[config.mk]
export PLATFORM = sky130hd
export DESIGN_NAME = idma_desc64_writer
export DESIGN_NICKNAME = d
export VERILOG_FILES = /design/src/rtl/idma_desc64_pkg.sv /design/src/rtl/idma_desc64_packer.sv /design/src/rtl/idma_desc64_writer.sv
export SDC_FILE = /design/constraint.sdc
export NUM_CORES = 1
export LEC_CHECK = 0
export BUFFER_PORTS_ARGS = -buffer_cell sky130_fd_sc_hd__buf_4
export CAP_MARGIN = 20
export CORE_MARGIN = 2
export CORE_UTILIZATION = 30
export CTS_BUF_LIST = sky130_fd_sc_hd__clkbuf_8 sky130_fd_sc_hd__clkbuf_16
export DETAILED_ROUTE_END_ITERATION = 10
export PLACE_DENSITY_LB_ADDON = 0.2
export SYNTH_ARGS = -nofsm -noshare
export SYNTH_HDL_FRONTEND = slang
export SYNTH_SLANG_ARGS = --single-unit
[constraint.sdc]
create_clock -name clk_i -period 3.3 [get_ports clk_i]
set_input_delay 0 -clock clk_i [delete_from_list [all_inputs] [get_ports clk_i]]
set_output_delay 0 -clock clk_i [all_outputs]
set_load 0.01 [all_outputs]
[src/rtl/idma_desc64_pkg.sv]
// Shared types and constants for the desc64 descriptor writer: flag layout,
// beat offsets, request/descriptor structs and the writer FSM states.
package idma_desc64_pkg;

    localparam int unsigned ADDR_WIDTH = 64;
    localparam int unsigned DATA_WIDTH = 64;

    typedef logic [ADDR_WIDTH-1:0] addr_t;
    typedef logic [DATA_WIDTH-1:0] data_t;

    // Bit positions inside the 32-bit desc64 flags field
    localparam int unsigned FLAG_IRQ         = 0;
    localparam int unsigned FLAG_SRC_BURST   = 1;
    localparam int unsigned FLAG_DST_BURST   = 3;
    localparam int unsigned FLAG_DECOUPLE_RW = 5;
    localparam int unsigned FLAG_DECOUPLE_AW = 6;
    localparam int unsigned FLAG_REDUCE_LEN  = 7;
    localparam int unsigned FLAG_SRC_CACHE   = 8;
    localparam int unsigned FLAG_DST_CACHE   = 12;
    localparam int unsigned FLAG_AXI_ID      = 16;

    localparam logic [4:0] OFFSET_WORD0 = 5'd0;
    localparam logic [4:0] OFFSET_NEXT  = 5'd8;
    localparam logic [4:0] OFFSET_SRC   = 5'd16;
    localparam logic [4:0] OFFSET_DST   = 5'd24;

    typedef enum logic [1:0] {
        ST_IDLE,
        ST_WRITE,
        ST_WAIT_RSP,
        ST_DONE
    } state_e;

    typedef struct packed {
        logic [1:0] burst;
        logic [3:0] cache;
        logic       lock;
        logic [2:0] prot;
        logic [3:0] qos;
    } axi_opt_t;

    typedef struct packed {
        logic       decouple_aw;
        logic       decouple_rw;
        logic       src_reduce_len;
        logic       dst_reduce_len;
        logic [2:0] src_max_llen;
        logic [2:0] dst_max_llen;
    } backend_opt_t;

    typedef struct packed {
        logic [7:0]   axi_id;
        axi_opt_t     src;
        axi_opt_t     dst;
        backend_opt_t beo;
        logic         last;
    } opt_t;

    typedef struct packed {
        addr_t length;
        addr_t src_addr;
        addr_t dst_addr;
        opt_t  opt;
    } idma_req_t;

    // First member is most significant, so length lands in bits [31:0]
    typedef struct packed {
        addr_t       dest_addr;
        addr_t       src_addr;
        addr_t       next;
        logic [31:0] flags;
        logic [31:0] length;
    } descriptor_t;

    typedef data_t [3:0] desc_words_t;

    // Publish-last order: the word holding length/flags is written after the rest
    function automatic logic [4:0] beat_offset(input logic [1:0] beat);
        logic [4:0] offset;
        offset = OFFSET_WORD0;
        case (beat)
            2'd0:    offset = OFFSET_NEXT;
            2'd1:    offset = OFFSET_SRC;
            2'd2:    offset = OFFSET_DST;
            default: offset = OFFSET_WORD0;
        endcase
        return offset;
    endfunction

endpackage

[src/rtl/idma_desc64_packer.sv]
// Combinational encoder: backend request + next pointer + irq -> desc64 image,
// with a flag for lengths that do not fit the 32-bit length field.
module idma_desc64_packer
    import idma_desc64_pkg::*;
(
    input  idma_req_t   idma_req_i,
    input  addr_t       next_i,
    input  logic        irq_i,
    output descriptor_t desc_o,
    output logic        overflow_o
);

    // Options with no home in the desc64 format are intentionally discarded
    logic unused_opt_fields;
    assign unused_opt_fields = ^{idma_req_i.opt.src.lock, idma_req_i.opt.src.prot,
                                 idma_req_i.opt.src.qos, idma_req_i.opt.dst.lock,
                                 idma_req_i.opt.dst.prot, idma_req_i.opt.dst.qos,
                                 idma_req_i.opt.beo.src_max_llen,
                                 idma_req_i.opt.beo.dst_max_llen, idma_req_i.opt.last};

    always_comb begin
        // NOTE: every field gets a default first so no path leaves a bit unassigned (no latch).
        desc_o                              = '0;
        desc_o.length                       = idma_req_i.length[31:0];
        desc_o.next                         = next_i;
        desc_o.src_addr                     = idma_req_i.src_addr;
        desc_o.dest_addr                    = idma_req_i.dst_addr;
        desc_o.flags[FLAG_IRQ]              = irq_i;
        desc_o.flags[FLAG_SRC_BURST +: 2]   = idma_req_i.opt.src.burst;
        desc_o.flags[FLAG_DST_BURST +: 2]   = idma_req_i.opt.dst.burst;
        desc_o.flags[FLAG_DECOUPLE_RW]      = idma_req_i.opt.beo.decouple_rw;
        desc_o.flags[FLAG_DECOUPLE_AW]      = idma_req_i.opt.beo.decouple_aw;
        desc_o.flags[FLAG_REDUCE_LEN]       = idma_req_i.opt.beo.src_reduce_len
                                            | idma_req_i.opt.beo.dst_reduce_len;
        desc_o.flags[FLAG_SRC_CACHE +: 4]   = idma_req_i.opt.src.cache;
        desc_o.flags[FLAG_DST_CACHE +: 4]   = idma_req_i.opt.dst.cache;
        desc_o.flags[FLAG_AXI_ID +: 8]      = idma_req_i.opt.axi_id;
    end

    assign overflow_o = |idma_req_i.length[ADDR_WIDTH-1:32];

endmodule

[src/rtl/idma_desc64_writer.sv]
// Writes one desc64 descriptor as four 64-bit beats over a req/gnt/rsp bus
// and reports completion, with any bus or encoding error, as a single pulse.
module idma_desc64_writer
    import idma_desc64_pkg::*;
#(
    parameter int unsigned AddrWidth = ADDR_WIDTH
) (
    input  logic                 clk_i,
    input  logic                 rst_i,
    input  logic                 req_valid_i,
    output logic                 req_ready_o,
    input  idma_req_t            idma_req_i,
    input  logic [AddrWidth-1:0] next_i,
    input  logic                 irq_i,
    input  logic [AddrWidth-1:0] desc_addr_i,
    output logic                 mem_req_o,
    input  logic                 mem_gnt_i,
    output logic [AddrWidth-1:0] mem_addr_o,
    output logic                 mem_we_o,
    output logic [63:0]          mem_wdata_o,
    output logic [7:0]           mem_strb_o,
    input  logic                 mem_rsp_valid_i,
    input  logic                 mem_rsp_error_i,
    output logic                 done_o,
    output logic                 error_o
);

    state_e                state_q, state_d;
    descriptor_t           desc_packed, desc_q;
    desc_words_t           desc_words;
    logic                  overflow;
    logic [AddrWidth-6:0]  base_q;
    logic [1:0]            beat_q;
    logic [2:0]            rsp_cnt_q, rsp_cnt_nxt, issued;
    logic                  err_q;
    logic                  accept, beat_gnt, last_beat, rsp_accept;
    logic [4:0]            offset;

    idma_desc64_packer i_packer (
        .idma_req_i (idma_req_i),
        .next_i     (next_i),
        .irq_i      (irq_i),
        .desc_o     (desc_packed),
        .overflow_o (overflow)
    );

    assign accept    = req_valid_i && req_ready_o;
    assign beat_gnt  = (state_q == ST_WRITE) && mem_gnt_i;
    assign last_beat = beat_gnt && (beat_q == 2'd3);

    // Beats granted so far, including one granted this very cycle
    always_comb begin
        issued = 3'd0;
        case (state_q)
            ST_WRITE:    issued = {1'b0, beat_q} + {2'b00, beat_gnt};
            ST_WAIT_RSP: issued = 3'd4;
            default:     issued = 3'd0;
        endcase
    end

    assign rsp_accept  = mem_rsp_valid_i && (rsp_cnt_q < issued);
    assign rsp_cnt_nxt = rsp_cnt_q + {2'b00, rsp_accept};

    always_ff @(posedge clk_i) begin
        // NOTE: sequential state uses non-blocking assignments so every register samples pre-edge values.
        if (rst_i) begin
            state_q <= ST_IDLE;
        end else begin
            state_q <= state_d;
        end
    end

    always_comb begin
        state_d = state_q;
        case (state_q)
            ST_IDLE:     if (accept) state_d = ST_WRITE;
            ST_WRITE:    if (last_beat) state_d = (rsp_cnt_nxt == 3'd4) ? ST_DONE : ST_WAIT_RSP;
            ST_WAIT_RSP: if (rsp_cnt_nxt == 3'd4) state_d = ST_DONE;
            ST_DONE:     state_d = ST_IDLE;
            default:     state_d = ST_IDLE;
        endcase
    end

    always_ff @(posedge clk_i) begin
        if (rst_i) begin
            // NOTE: the descriptor register is plain flops, not a RAM, so clearing it on reset is cheap and deterministic.
            desc_q    <= '0;
            base_q    <= '0;
            beat_q    <= '0;
            rsp_cnt_q <= '0;
            err_q     <= 1'b0;
        end else begin
            if (accept) begin
                desc_q    <= desc_packed;
                base_q    <= desc_addr_i[AddrWidth-1:5];
                beat_q    <= '0;
                rsp_cnt_q <= '0;
                err_q     <= overflow || (desc_addr_i[4:0] != 5'd0);
            end
            if (beat_gnt) beat_q <= beat_q + 2'd1;
            if (rsp_accept) begin
                rsp_cnt_q <= rsp_cnt_nxt;
                if (mem_rsp_error_i) err_q <= 1'b1;
            end
            if (state_q == ST_DONE) begin
                beat_q    <= '0;
                rsp_cnt_q <= '0;
                err_q     <= 1'b0;
            end
        end
    end

    assign desc_words = desc_q;
    assign offset     = beat_offset(beat_q);

    always_comb begin
        req_ready_o = (state_q == ST_IDLE);
        mem_req_o   = (state_q == ST_WRITE);
        mem_we_o    = (state_q == ST_WRITE);
        mem_strb_o  = 8'hFF;
        mem_addr_o  = {base_q, offset};
        mem_wdata_o = desc_words[offset[4:3]];
        done_o      = (state_q == ST_DONE);
        error_o     = (state_q == ST_DONE) && err_q;
    end

    // Responses with nothing outstanding are dropped; flag them in simulation
    rsp_without_beat: assert property (@(posedge clk_i) disable iff (rst_i)
        mem_rsp_valid_i |-> rsp_accept);

endmodule

== Word-level counts from Yosys, hierarchy flattened ==
Index checks and enable logic that the tools add are counted.
Word-level totals
  output and inout bits: 141
  input port bits: 374
  register bits: 315
Cells by class
  eq/ne operators: 10
  magnitude comparators: 2
  add/sub/neg operators: 3
  bitwise operators: 1
  reductions and logical operators: 14
  multiplexer cells: 16
Operators with widths (count)
  binary-select mux 64 bit (select 2 bit): 1
  2-to-1 mux 64 bit: 1
  OR reduction 32 bit: 1
  case mux 5 bit (3 select lines): 1
  2-to-1 mux 2 bit: 5
  equality test 2 bit (second input constant): 4
  case mux 2 bit (4 select lines): 1
  2-to-1 mux 3 bit: 2
  case mux 3 bit (2 select lines): 1
  logical AND 1 bit: 5
  nonzero test 5 bit: 1
  equality test 2 x 1 -> 1 bit (second input constant): 2
  zero test 2 bit: 2
  2-to-1 mux 1 bit: 4
  inequality test 2 x 1 -> 1 bit (second input constant): 2
  nonzero test 2 bit: 2
  adder 2 x 1 -> 3 bit: 1
  adder 3 x 1 -> 3 bit: 1
  equality test 3 bit (second input constant): 1
  < comparator 2 x 3 -> 1 bit (second input constant): 1
  < comparator 3 bit: 1
  AND reduction 3 bit: 1
  adder 2 x 1 -> 2 bit (second input constant): 1
  inequality test 2 bit (second input constant): 1
  other kinds (3): 3

== Depth between registers and ports, before layout ==
  depth after elaboration: 11
  gate-level depth with buffers: 17

== Modules after synthesis ==
A second synthesis with hierarchy kept.
Unflattened totals
  cell total of the unflattened synthesis: 1805
  area, all modules: 14968.1 um2
Modules (own cells, without submodules)
  idma_desc64_writer: cells an instance 1537, area an instance 12968.7 um2, instances 1
  idma_desc64_packer: cells an instance 268, area an instance 1999.4 um2, instances 1

== Least setup slack after synthesis ==
No wires, ideal clock.
  path type: register to register
  start: register state_q[1]
  end: register state_q[1]
  cell stages (with the launch flop): 17
  slack: 102 ps
  data required time: 3172 ps
  buffers on the path: 0
  library setup time: 128 ps
  clock period less this slack: 3198 ps
  data arrival time: 3070 ps
  cells stage by stage: dfxtp_1 -> inv_1 -> ha_1 -> and2_1 -> ha_1 -> ha_1 -> nand3_1 -> ha_1 -> o21ai_0 -> and3_1 -> ha_1 -> xnor2_1 -> nor2_1 -> o31ai_2 -> a221oi_2 -> mux2i_1 -> nor2_1
On the way
  word-level cells in the longest chain between the ends: 10
  elaborated cells on any way between the ends: 18
  classes of those cells: 2 x add/sub; 1 x order compare; 7 x eq/ne; 2 x mux; 6 x reduce/logical
Ends and longest elaborated chain
  from (decl): RTL line idma_desc64_writer.sv:28  | state_e state_q, state_d;
  from (signal assigned): RTL line idma_desc64_writer.sv:69  | state_q <= state_d;
  equality test 2 x 1 -> 1 bit *
  named net mem_req_o: RTL line idma_desc64_writer.sv:16  | output logic mem_req_o,
  logical AND 1 bit: RTL line idma_desc64_writer.sv:48  | assign beat_gnt = (state_q == ST_WRITE) && mem_gnt_i;
  adder 2 x 1 -> 3 bit: RTL line idma_desc64_writer.sv:55  | ST_WRITE: issued = {1'b0, beat_q} + {2'b00, beat_gnt};
  case mux 3 bit (2 select lines): RTL line idma_desc64_writer.sv:54  | case (state_q)
  < comparator 3 bit: RTL line idma_desc64_writer.sv:61  | assign rsp_accept = mem_rsp_valid_i && (rsp_cnt_q < issued);
  logical AND 1 bit: RTL line idma_desc64_writer.sv:61
  adder 3 x 1 -> 3 bit: RTL line idma_desc64_writer.sv:62  | assign rsp_cnt_nxt = rsp_cnt_q + {2'b00, rsp_accept};
  equality test 3 bit: RTL line idma_desc64_writer.sv:78  | ST_WAIT_RSP: if (rsp_cnt_nxt == 3'd4) state_d = ST_DONE;
  inequality test 2 bit (no line)
  AND reduction 3 bit (no line)
The timed path passes the listed nets; every way through them passes the cells marked *.
A chain may end at the register's enable or synchronous reset.

== Worst setup path after layout ==
  start: register state_q[1]
  end: register state_q[1]
On the way
  word-level cells in the longest chain between the ends: 10
  elaborated cells on any way between the ends: 18
  classes of those cells: 2 x add/sub; 1 x order compare; 7 x eq/ne; 2 x mux; 6 x reduce/logical
Ends and longest elaborated chain (RTL line)
  equality test 2 x 1 -> 1 bit: idma_desc64_writer.sv:48, idma_desc64_writer.sv:54, idma_desc64_writer.sv:75
  logical AND 1 bit: idma_desc64_writer.sv:48
  adder 2 x 1 -> 3 bit: idma_desc64_writer.sv:55
  case mux 3 bit (2 select lines): idma_desc64_writer.sv:54
  < comparator 3 bit: idma_desc64_writer.sv:61
  logical AND 1 bit: idma_desc64_writer.sv:61
  adder 3 x 1 -> 3 bit: idma_desc64_writer.sv:62
  equality test 3 bit: idma_desc64_writer.sv:78
  inequality test 2 bit (no line)
  AND reduction 3 bit (no line)
Parallel ways exist; a longest one is shown, timed or not.

==> metrics.yaml <==
finalPower_w: 0.0136
rsz0062_at_grt: "false"
wl_per_cell_um: 16.3
synth.distinct_cells: 43
nets: 2718
portBuffers: 480
die_x_um: 211
slowest_delay_ns: 0.33
start_util: 0.306
layout_commonest_cell: "nand2_1"
p_comb_frac: 0.333
firstDrtPassIters: 5
yosysTopAreaCell: "dfxtp_1"
drtIter0Drc: 640
max_freq_ghz: 0.320
numCtsBuffers: 38
antenna_found_initial: 8
postLayoutCellArea_um2: 21800
regToRegStartpoint: "state_q[1]"
p_leak_nw: 9.34
seq_power_share: 0.359
dieHeight_um: 211
totalWireLength_um: 47300
num_vias: 13600
core_um2: 42100
viasPerCell: 4.69
hp-start: "mem_rsp_valid_i"
hpwl_um: 30100
hold_end: "rsp_cnt_q[1]"
grt_pass1_wl_um: 73200
dpl-instance-area_um2: 16800
grt-ovfl-total: 0
finClkSkew_ns: 0.0280
grt_pass1_vias: 14100
pwr-share-clk: 0.309
die-area_um2: 44600
worst_setup_path_end_kind: "flip-flop"
ios: 515
ys_warn_count: 0
synth_seq_area_share: 0.490
setup_violations: 0
r2r_slack_ns: 0.18
synth_area_um2: 12900
ys.flop_type: "dfxtp_1"
worstMarginPinSlew_ns: 0.781
synth-seq-cells: 315
worst_path_max_delay_cell: "dfxtp_2"
ant_nets: 0
syn2layout_area_growth_pct: 69.3
synth.area.top_cells: "dfxtp_1, nand2_1, a21oi_1"
post-route-util: 0.517
synth-edff-count: 0
sw_frac_of_total: 0.327
maxSlewViolCount: 0
syn_avg_cell_area_um2: 8.35
relSlewSlack: 0.477
cp_data_required_time_ns: 3.71
clk-insertion-delay-late_ns: 0.56
cts.path.max_buffers: 3
startpoint_type: "flip-flop"
clock-sinks: 315
multi_input_area_um2: 5920
crit_path_cell_trace: "inv_1, ha_1, and2_1, ha_2, ha_4, nand3_2, ha_4, o21ai_1, and3_1, ha_2, xnor2_1, nor2_1, o31ai_2, a221oi_2, mux2i_1, nor2_1"
fin_crit_sh: 0.946
cts_tree: "done"
hold_viol_final: 0
critPathKind: "flip-flop to flip-flop"
synth_top_area_frac: 0.490
ir_drop_v: 0.000503
cp_max_fo: 3
p_sw_w: 0.00445
rr_worst_depth: 16
drive_above_1_share: 0.271
grt_max_degree: 156
drv_cap: 0
grt_usage: 0.205
hold_class: "input pin to flip-flop"
h-tree-depth: 2
worstHoldPathCells: 5
fin_crit_ns: 3.12
num_rows: 75
final_cell_mix: "nand2_1, buf_4, dlygate4sd3_1"
rr_endpoint: "state_q[1]"
fill_cells: 3832
clkTransAtPathRegs_ns: 0.06
arrival_ns: 3.53
internal-power_w: 0.00917
drc: 0
postCtsSetupBuffers: 0
netlist_instances: 1541
cts_root_buf: "clkbuf_16"
async_flop_share: 0
power.density_nw_per_um2: 625
place.gp.congestion: 0.763
status: "finished clean"
regArea_um2: 6310
tns_ns: 0
==> repair_timing <==
item                       CTS  global route
setup endpoints to repair    0             2
gates resized for setup      0            10
hold endpoints to repair   311             0
hold buffers               368             0
==> state kept, by name (all words and copies together) (netlist names) <==
| name | count |
|---|---|
| desc_q | 248 |
| rsp_cnt_q | 3 |
| base_q | 59 |
| beat_q | 2 |
| err_q | 1 |
| state_q | 2 |
==> stage by stage <==
step           std cells  setup slack (ns)  hold WS (ns)
6_report            2903             0.177         0.134
5_1_grt             2901           0.00971         0.142
4_1_cts             2899            0.0984        0.0913
3_5_place_dp        2462             0.125         0.256
3_3_place_gp        2462             0.160         0.246
2_1_floorplan       1550             0.102         0.136
==> per-layer routing <==
metal,wire length (um),global-route usage,part of all wire,vias to the layer above
li1,-,-,-,6681
met1,19100,0.237,0.40,6381
met2,23500,0.362,0.50,425
met3,3150,0.0543,0.067,114
met4,1480,0.0823,0.031,10
met5,63,0,0.0013,-
==> critical path: cells and delay by family (launching register included) <==
family | cells | cell delay (ns)
buffers and inverters | 1 | 0.05
AND/OR/NAND/NOR | 5 | 0.66
flip-flops | 1 | 0.33
multiplexers | 1 | 0.23
XOR/XNOR | 1 | 0.12
AO/OA/AOI/OAI | 3 | 0.48
adder cells (fa/ha/maj) | 5 | 1.12
==> Yosys cell counts, types with 2 or more instances <==
cell type / number
nor4_1: 8
a22o_1: 8
mux2i_1: 3
nor3_1: 3
buf_12: 6
and2_1: 3
nor2_1: 11
mux4_2: 55
nand2_1: 642
buf_4: 12
dfxtp_1: 315
nand3_1: 2
a21oi_1: 312
buf_2: 56
nand4_1: 2
inv_1: 7
o21ai_0: 2
conb_1: 2
and3_1: 2
ha_1: 13
clkbuf_1: 55
==> power by group through the flow <==
stage          clock network, W  registers [W]  logic, W
2_1_floorplan                 0        0.00492   0.00251
3_3_place_gp                  0        0.00493   0.00401
3_5_place_dp                  0        0.00496   0.00405
4_1_cts                 0.00434        0.00488   0.00455
5_1_grt                 0.00450        0.00497   0.00500
6_report                0.00420        0.00488   0.00453
==> worst max-delay path by stage <==
stage,startpoint,end,slack [ns],depth (start not counted)
CTS,state_q[1],state_q[1],0.1,16
floorplan,state_q[1],state_q[1],0.10,16
finish,state_q[1],state_q[1],0.18,16
global route,state_q[1],state_q[1],0.01,16
detailed placement,state_q[1],state_q[1],0.12,16
global placement,state_q[1],state_q[1],0.16,16
==> cells by family after synthesis <==
logic type                 synth area share
and+or+nand+nor                       0.202
muxes                                 0.101
adders and majority gates            0.0126
AOI/OAI and AO/OA                     0.135
xor gates and xnor gates           0.000680
DFF                                   0.490
other                              0.000583
buffers and inverters                0.0582
==> layout make-up <==
class	instances	area share
timing repair buffer	873	0.348
multi-input combinational	1095	0.272
inverter	8	0.00149
clock inverter	20	0.00780
clock buffer	49	0.0506
sequential	315	0.289
antenna	4	0.000459
tap	539	0.0309
No activity file was read; power rests on OpenSTA's default activity.
